--- src/rtl/stride_pkg.sv ---
// Shared definitions for the stride read path (address generator and completion detector).
// Contents:
//   DEF_ADDR_WIDTH / DEF_BUF_DEPTH  default pointer width and circular buffer depth
//   ST_IDLE / ST_RUN / ST_DONE      state encodings
//   stride_state_e                  typed FSM state built on those encodings
package stride_pkg;

  localparam int unsigned DEF_ADDR_WIDTH = 8;
  localparam int unsigned DEF_BUF_DEPTH  = 256;

  localparam logic [1:0] ST_IDLE = 2'd0;
  localparam logic [1:0] ST_RUN  = 2'd1;
  localparam logic [1:0] ST_DONE = 2'd2;

  typedef enum logic [1:0] {
    StIdle = ST_IDLE,
    StRun  = ST_RUN,
    StDone = ST_DONE
  } stride_state_e;

endpackage

--- src/rtl/circ_ptr_incr.sv ---
// Circular-buffer pointer increment: next = (ptr == BUF_DEPTH-1) ? 0 : ptr + 1.
// Shared by the read-address generator and the buffer write side.
// Ports:
//   ptr_i   current pointer
//   next_o  successor pointer, wrapping at BUF_DEPTH-1
module circ_ptr_incr
  import stride_pkg::*;
#(
  parameter int unsigned ADDR_WIDTH = DEF_ADDR_WIDTH,
  parameter int unsigned BUF_DEPTH  = DEF_BUF_DEPTH
) (
  input  logic [ADDR_WIDTH-1:0] ptr_i,
  output logic [ADDR_WIDTH-1:0] next_o
);

  localparam logic [ADDR_WIDTH-1:0] LastPtr = ADDR_WIDTH'(BUF_DEPTH - 1);

  always_comb begin
    if (ptr_i == LastPtr) begin
      next_o = '0;
    end else begin
      next_o = ptr_i + ADDR_WIDTH'(1);
    end
  end

endmodule

--- src/rtl/stride_read_addr_gen.sv ---
// Generates the circular-buffer read address sequence for one stride (start_ptr..end_ptr
// inclusive, wrapping at BUF_DEPTH-1) and hands read_addr/end_ptr_o/ep_valid to the
// downstream completion detector.
// Optional feature: define STRIDE_GEN_BEAT_CNT_EN to add the beat_cnt output.
// Ports:
//   clk, rst        clock, asynchronous active-low reset
//   start           begin a stride (sampled in IDLE only)
//   flush           synchronous abort, wins over start and beats
//   start_ptr       first address of the stride
//   end_ptr         last address of the stride, inclusive
//   data_avail      entry at read_addr readable this cycle
//   rd_en           read strobe; a beat is rd_en & data_avail
//   read_addr       current read address (registered)
//   end_ptr_o       latched end pointer (registered)
//   ep_valid        read_addr/end_ptr_o valid for the detector
//   busy            FSM not idle
//   done            one-cycle completion pulse
//   beat_cnt        beats issued in the current stride (optional)
module stride_read_addr_gen
  import stride_pkg::*;
#(
  parameter int unsigned ADDR_WIDTH = DEF_ADDR_WIDTH,
  parameter int unsigned BUF_DEPTH  = DEF_BUF_DEPTH
) (
  input  logic                  clk,
  input  logic                  rst,
  input  logic                  start,
  input  logic                  flush,
  input  logic [ADDR_WIDTH-1:0] start_ptr,
  input  logic [ADDR_WIDTH-1:0] end_ptr,
  input  logic                  data_avail,
  output logic                  rd_en,
  output logic [ADDR_WIDTH-1:0] read_addr,
  output logic [ADDR_WIDTH-1:0] end_ptr_o,
  output logic                  ep_valid,
  output logic                  busy,
  output logic                  done
`ifdef STRIDE_GEN_BEAT_CNT_EN
  ,
  output logic [ADDR_WIDTH:0]   beat_cnt
`endif
);

  stride_state_e         state_q, state_d;
  logic [ADDR_WIDTH-1:0] addr_q, addr_d;
  logic [ADDR_WIDTH-1:0] end_q, end_d;
  logic                  ep_valid_q, ep_valid_d;
  logic                  done_q, done_d;
  logic [ADDR_WIDTH-1:0] addr_next;
  logic                  beat;

  circ_ptr_incr #(
    .ADDR_WIDTH (ADDR_WIDTH),
    .BUF_DEPTH  (BUF_DEPTH)
  ) u_addr_incr (
    .ptr_i  (addr_q),
    .next_o (addr_next)
  );

  assign beat = (state_q == StRun) && data_avail;

  always_comb begin
    state_d    = state_q;
    addr_d     = addr_q;
    end_d      = end_q;
    ep_valid_d = ep_valid_q;
    done_d     = 1'b0;
    if (flush) begin
      // Abort without a done pulse; pointers are left as they were.
      state_d    = StIdle;
      ep_valid_d = 1'b0;
    end else begin
      unique case (state_q)
        StIdle: begin
          if (start) begin
            addr_d     = start_ptr;
            end_d      = end_ptr;
            ep_valid_d = 1'b1;
            state_d    = StRun;
          end
        end
        StRun: begin
          if (beat) begin
            if (addr_q == end_q) begin
              // Final address issued; hold it so the detector sees the match in DONE.
              state_d = StDone;
              done_d  = 1'b1;
            end else begin
              addr_d = addr_next;
            end
          end
        end
        StDone: begin
          ep_valid_d = 1'b0;
          state_d    = StIdle;
        end
        default: begin
          state_d    = StIdle;
          ep_valid_d = 1'b0;
        end
      endcase
    end
  end

  always_ff @(posedge clk or negedge rst) begin
    if (!rst) begin
      state_q    <= StIdle;
      addr_q     <= '0;
      end_q      <= '0;
      ep_valid_q <= 1'b0;
      done_q     <= 1'b0;
    end else begin
      state_q    <= state_d;
      addr_q     <= addr_d;
      end_q      <= end_d;
      ep_valid_q <= ep_valid_d;
      done_q     <= done_d;
    end
  end

  assign rd_en     = beat;
  assign read_addr = addr_q;
  assign end_ptr_o = end_q;
  assign ep_valid  = ep_valid_q;
  assign busy      = (state_q != StIdle);
  assign done      = done_q;

`ifdef STRIDE_GEN_BEAT_CNT_EN
  logic [ADDR_WIDTH:0] cnt_q, cnt_d;

  always_comb begin
    cnt_d = cnt_q;
    if (flush || ((state_q == StIdle) && start)) begin
      cnt_d = '0;
    end else if (beat) begin
      cnt_d = cnt_q + (ADDR_WIDTH + 1)'(1);
    end
  end

  always_ff @(posedge clk or negedge rst) begin
    if (!rst) begin
      cnt_q <= '0;
    end else begin
      cnt_q <= cnt_d;
    end
  end

  assign beat_cnt = cnt_q;
`endif

endmodule
--- config.mk ---
export PLATFORM = sky130hd
export DESIGN_NAME = stride_read_addr_gen
export DESIGN_NICKNAME = d
export VERILOG_FILES = /design/src/rtl/stride_pkg.sv /design/src/rtl/circ_ptr_incr.sv /design/src/rtl/stride_read_addr_gen.sv
export SDC_FILE = /design/constraint.sdc
export NUM_CORES = 1
export LEC_CHECK = 0
export ABC_CLOCK_PERIOD_IN_PS = 2500
export BUFFER_PORTS_ARGS = -buffer_cell sky130_fd_sc_hd__buf_2
export CAP_MARGIN = 20
export CORE_MARGIN = 5
export CORE_UTILIZATION = 48
export DETAILED_ROUTE_END_ITERATION = 8
export PLACE_DENSITY = 0.78
export SYNTH_ARGS = -nofsm -noshare
export SYNTH_HDL_FRONTEND = slang
export SYNTH_SLANG_ARGS = --single-unit
--- constraint.sdc ---
create_clock -name clk -period 2.5 [get_ports clk]
set_input_delay 0.5 -clock clk [delete_from_list [all_inputs] [get_ports clk]]
set_output_delay 0.5 -clock clk [all_outputs]
set_load 0.03 [all_outputs]
==> impl_metrics.py <==
metrics = {
    "global_route": {
        "first_global_vias": 1061,
        "gr-usage-all-layers_pct": 17.6,
        "grt_antenna_before_repair": 0,
        "grt_first_pass_wirelength_mm": 4.64,
        "grt_remaining_overflow": 0,
        "pin_count_of_the_biggest_net_entering_global_routing": 21,
    },
    "clock_tree": {
        "path_clk_slew_ps": 120,
        "skew_pair_late_insertion_delay_ps": 310,
        "root_buffer": "sky130_fd_sc_hd__clkbuf_4",
        "num_clock_sinks": 20,
        "post_cts.repair.setup_buffers": 0,
        "cts-buffers-inserted": 3,
        "cts_max_level": 1,
        "cts_resized": 0,
        "tritoncts": "yes",
        "clockBufferDepth": 2,
        "cts_hold_buf": 0,
    },
    "detailed_routing": {
        "post-route-drc-count": 0,
        "aggregate_routed_wire_length_mm": 2.80,
        "dr.pass1.iters": 4,
        "drt.antenna.violating_nets": 0,
        "route.vias.total": 1042,
        "count_of_routing_violations_after_the_opening_detailed_route_iteration": 29,
        "avgViaCountPerCell": 5.32,
        "wl_per_cell_um": 14.3,
    },
    "sta": {
        "maxClockFrequency_mhz": 491,
        "timing_hold_violations_final": 0,
        "fin_worst_skew_ps": 15.9,
        "period_minus_slack_ps": 2040,
        "period_share_pct": 81.5,
        "finalSetupViolations": 0,
        "maxSlewViolCount": 0,
        "unrepaired_setup_endpoints_after_global_routing": "no",
        "timing.setup.tns_ps": 0,
        "max_slew.worst_pin.slew_ps": 677,
        "relSlewSlack_pct": 54.7,
    },
    "finish": {
        "final_layout_size_suffix_gt1_share_pct": 28.0,
        "diodes": 0,
        "post-route-cell-area_um2": 1360,
        "synthToLayoutAreaGrowth_pct": 21.7,
        "finish.net_count": 191,
    },
    "logic_synthesis": {
        "postSynthRegisterBits": 20,
        "synth_simple_gate_area_share_pct": 28.8,
        "syn-mean-instance-area_um2": 8.71,
        "multiplexer_share_of_the_synthesized_area_pct": 0,
        "synth_nets": 150,
        "ys_types": 34,
        "synth_largest_area_cell": "sky130_fd_sc_hd__dfrtp_1",
        "synthesis.instances": 128,
        "synth_warnings": 0,
        "synth.top_cells.by_area": "sky130_fd_sc_hd__dfrtp_1 (45%), sky130_fd_sc_hd__nand2_1 (12%), sky130_fd_sc_hd__xor2_1 (6.3%)",
        "main_combinational_cell_family_by_area_after_synthesis": "simple AND/OR/NAND/NOR gates",
        "seq_area_frac_synth_pct": 44.9,
        "yosys.area.top_type_share_pct": 44.9,
        "synth_compound_area_share_pct": 15.8,
        "synth-xor-area-share_pct": 6.29,
        "synthesis.area_um2": 1110,
        "synth-adder-area-share_pct": 1.12,
    },
    "worst_setup_path": {
        "worst-endpoint-required_ps": 2690,
        "criticalPathCategory": "flop to flop",
        "cp.arrival_ps": 2230,
        "crit_end_element": "flop",
        "count_of_cells_along_the_worst_register_to_register_path": 5,
        "worstSetupStartpointType": "flop",
        "worst-path-max-fanout": 8,
    },
    "place": {
        "gp_congestion": 0.895,
        "placement.cell_area_um2": 1320,
        "io_buffers": 40,
        "hpwl_mm": 2.16,
    },
    "power": {
        "peakVddDrop_mv": 0.518,
        "p_total_mw": 1.10,
        "static_leakage_nw": 0.674,
        "cellPowerDensity_nw_per_um2": 811,
    },
    "min_path": {
        "min_path_type": "input port to asynchronous set/reset pin",
    },
    "die": {
        "dieArea_um2": 3390,
        "die_width_um": 58.2,
        "die_height_um": 58.2,
        "core.rowCount": 17,
        "floorplan.core_area_um2": 2210,
        "start_util_pct": 50.4,
        "io-pin-count": 41,
    },
    "job": {
        "maxCapViolCount": 0,
    },
    "status": {
        "status": "finished, final reports clean",
    },
}
-- cell usage in the layout, fill, tap and decap left out --
cell type,n
sky130_fd_sc_hd__a211o_1,1
sky130_fd_sc_hd__a211oi_1,1
sky130_fd_sc_hd__a21oi_1,4
sky130_fd_sc_hd__a22o_1,1
sky130_fd_sc_hd__a22oi_1,1
sky130_fd_sc_hd__a2bb2oi_1,1
sky130_fd_sc_hd__a311o_1,1
sky130_fd_sc_hd__a31oi_1,1
sky130_fd_sc_hd__and2_1,3
sky130_fd_sc_hd__and2b_1,1
sky130_fd_sc_hd__and3_1,1
sky130_fd_sc_hd__buf_2,40
sky130_fd_sc_hd__clkbuf_4,3
sky130_fd_sc_hd__clkbuf_8,1
sky130_fd_sc_hd__dfrtp_1,20
sky130_fd_sc_hd__ha_1,1
sky130_fd_sc_hd__inv_1,1
sky130_fd_sc_hd__nand2_1,35
sky130_fd_sc_hd__nand2b_1,3
sky130_fd_sc_hd__nand3_1,5
sky130_fd_sc_hd__nand4_1,1
sky130_fd_sc_hd__nor2_1,8
sky130_fd_sc_hd__nor2b_1,1
sky130_fd_sc_hd__nor3_1,4
sky130_fd_sc_hd__nor4_1,2
sky130_fd_sc_hd__nor4_2,2
sky130_fd_sc_hd__o21a_1,2
sky130_fd_sc_hd__o21ai_0,7
sky130_fd_sc_hd__o22ai_1,1
sky130_fd_sc_hd__o2bb2ai_1,2
sky130_fd_sc_hd__o311ai_0,2
sky130_fd_sc_hd__o31ai_1,1
sky130_fd_sc_hd__or2_2,1
sky130_fd_sc_hd__or4_1,1
sky130_fd_sc_hd__xor2_1,8
-- layout make-up --
cell class | count | area, um^2
fillers | 225 | 856
multi-input cells | 103 | 581
flip-flops and latches | 20 | 500
repair buffers | 40 | 200
clock buffers | 4 | 36.3
well taps | 28 | 35.0
inverters | 1 | 3.75
-- synth_stat cells --
cell type,instances
sky130_fd_sc_hd__nand2b_1,3
sky130_fd_sc_hd__and3_1,1
sky130_fd_sc_hd__o311ai_0,2
sky130_fd_sc_hd__or2_2,1
sky130_fd_sc_hd__o21a_1,2
sky130_fd_sc_hd__o22ai_1,1
sky130_fd_sc_hd__nor4_2,2
sky130_fd_sc_hd__inv_1,1
sky130_fd_sc_hd__a22o_1,1
sky130_fd_sc_hd__nand3_1,5
sky130_fd_sc_hd__nand4_1,1
sky130_fd_sc_hd__nor4_1,2
sky130_fd_sc_hd__a31oi_1,1
sky130_fd_sc_hd__and2b_1,1
sky130_fd_sc_hd__or4_1,1
sky130_fd_sc_hd__o31ai_1,1
sky130_fd_sc_hd__a211oi_1,1
sky130_fd_sc_hd__nand2_1,35
sky130_fd_sc_hd__nor3_1,4
sky130_fd_sc_hd__o2bb2ai_1,2
sky130_fd_sc_hd__a311o_1,1
sky130_fd_sc_hd__o21ai_0,7
sky130_fd_sc_hd__nor2_1,8
sky130_fd_sc_hd__a211o_1,1
sky130_fd_sc_hd__a21oi_1,4
sky130_fd_sc_hd__dfrtp_1,20
sky130_fd_sc_hd__nor2b_1,1
sky130_fd_sc_hd__xor2_1,8
sky130_fd_sc_hd__a22oi_1,1
sky130_fd_sc_hd__and2_1,3
sky130_fd_sc_hd__a2bb2oi_1,1
sky130_fd_sc_hd__clkbuf_1,2
sky130_fd_sc_hd__ha_1,1
sky130_fd_sc_hd__buf_6,2
-- worst max-delay path: stages, from the launching register on --
cell and delay (ps):
sky130_fd_sc_hd__dfrtp_1 490, sky130_fd_sc_hd__xor2_1 200, sky130_fd_sc_hd__nor4_2 410, sky130_fd_sc_hd__and2_1 360
sky130_fd_sc_hd__nor4_1 110, sky130_fd_sc_hd__a311o_1 340
-- final timing paths --
| path | start | slack [ps] | end |
|---|---|---|---|
| worst max-delay path | read_addr[5]$_DFFE_PN0P_ | 460 | read_addr[2]$_DFFE_PN0P_ |
| worst min-delay path | rst | 110 | read_addr[6]$_DFFE_PN0P_ |
| worst max register to register | read_addr[5]$_DFFE_PN0P_ | 460 | read_addr[2]$_DFFE_PN0P_ |
| worst min register to register | ep_valid$_DFFE_PN0P_ | 500 | ep_valid$_DFFE_PN0P_ |
| max in group asynchronous | rst | 2070 | ep_valid$_DFFE_PN0P_ |
| min in group clk | end_ptr[0] | 370 | end_ptr_o[0]$_DFFE_PN0P_ |
-- sequential cells by signal, summed over array words and instances (netlist names) --
signal / flops
end_ptr_o: 8
read_addr: 8
state_q: 2
done: 1
ep_valid: 1
-- stage by stage --
step                      std cells  setup slack (ps)  util (%)  hold slack, ps
final                           196               462      61.3             112
after global routing            196               354      61.3             152
after CTS                       196               466      61.3             136
after detailed placement        192               452      59.7             478
after global placement          192               494      59.7             474
after floorplan                 128               536         -             204
-- where the power goes --
group	total [mW]	internal, mW	switching, mW	leakage [nW]
Combinational	0.425	0.149	0.276	0.406
Sequential	0.485	0.385	0.0994	0.247
Clock	0.191	0.0889	0.102	0.0210
-- cells by family after synthesis --
kind of cell | after synthesis
flops | 20
buf+inv | 5
xor+xnor | 8
simple gates | 68
compound gates | 26
fa+ha+maj | 1
-- routing by layer --
metal  global-route usage [%]  routed length (um)
met5                        0                   0
met4                     7.95                  51
met3                     3.12                 154
met2                     29.4                1320
met1                     22.2                1270
Power figures use the tool's default switching activity.
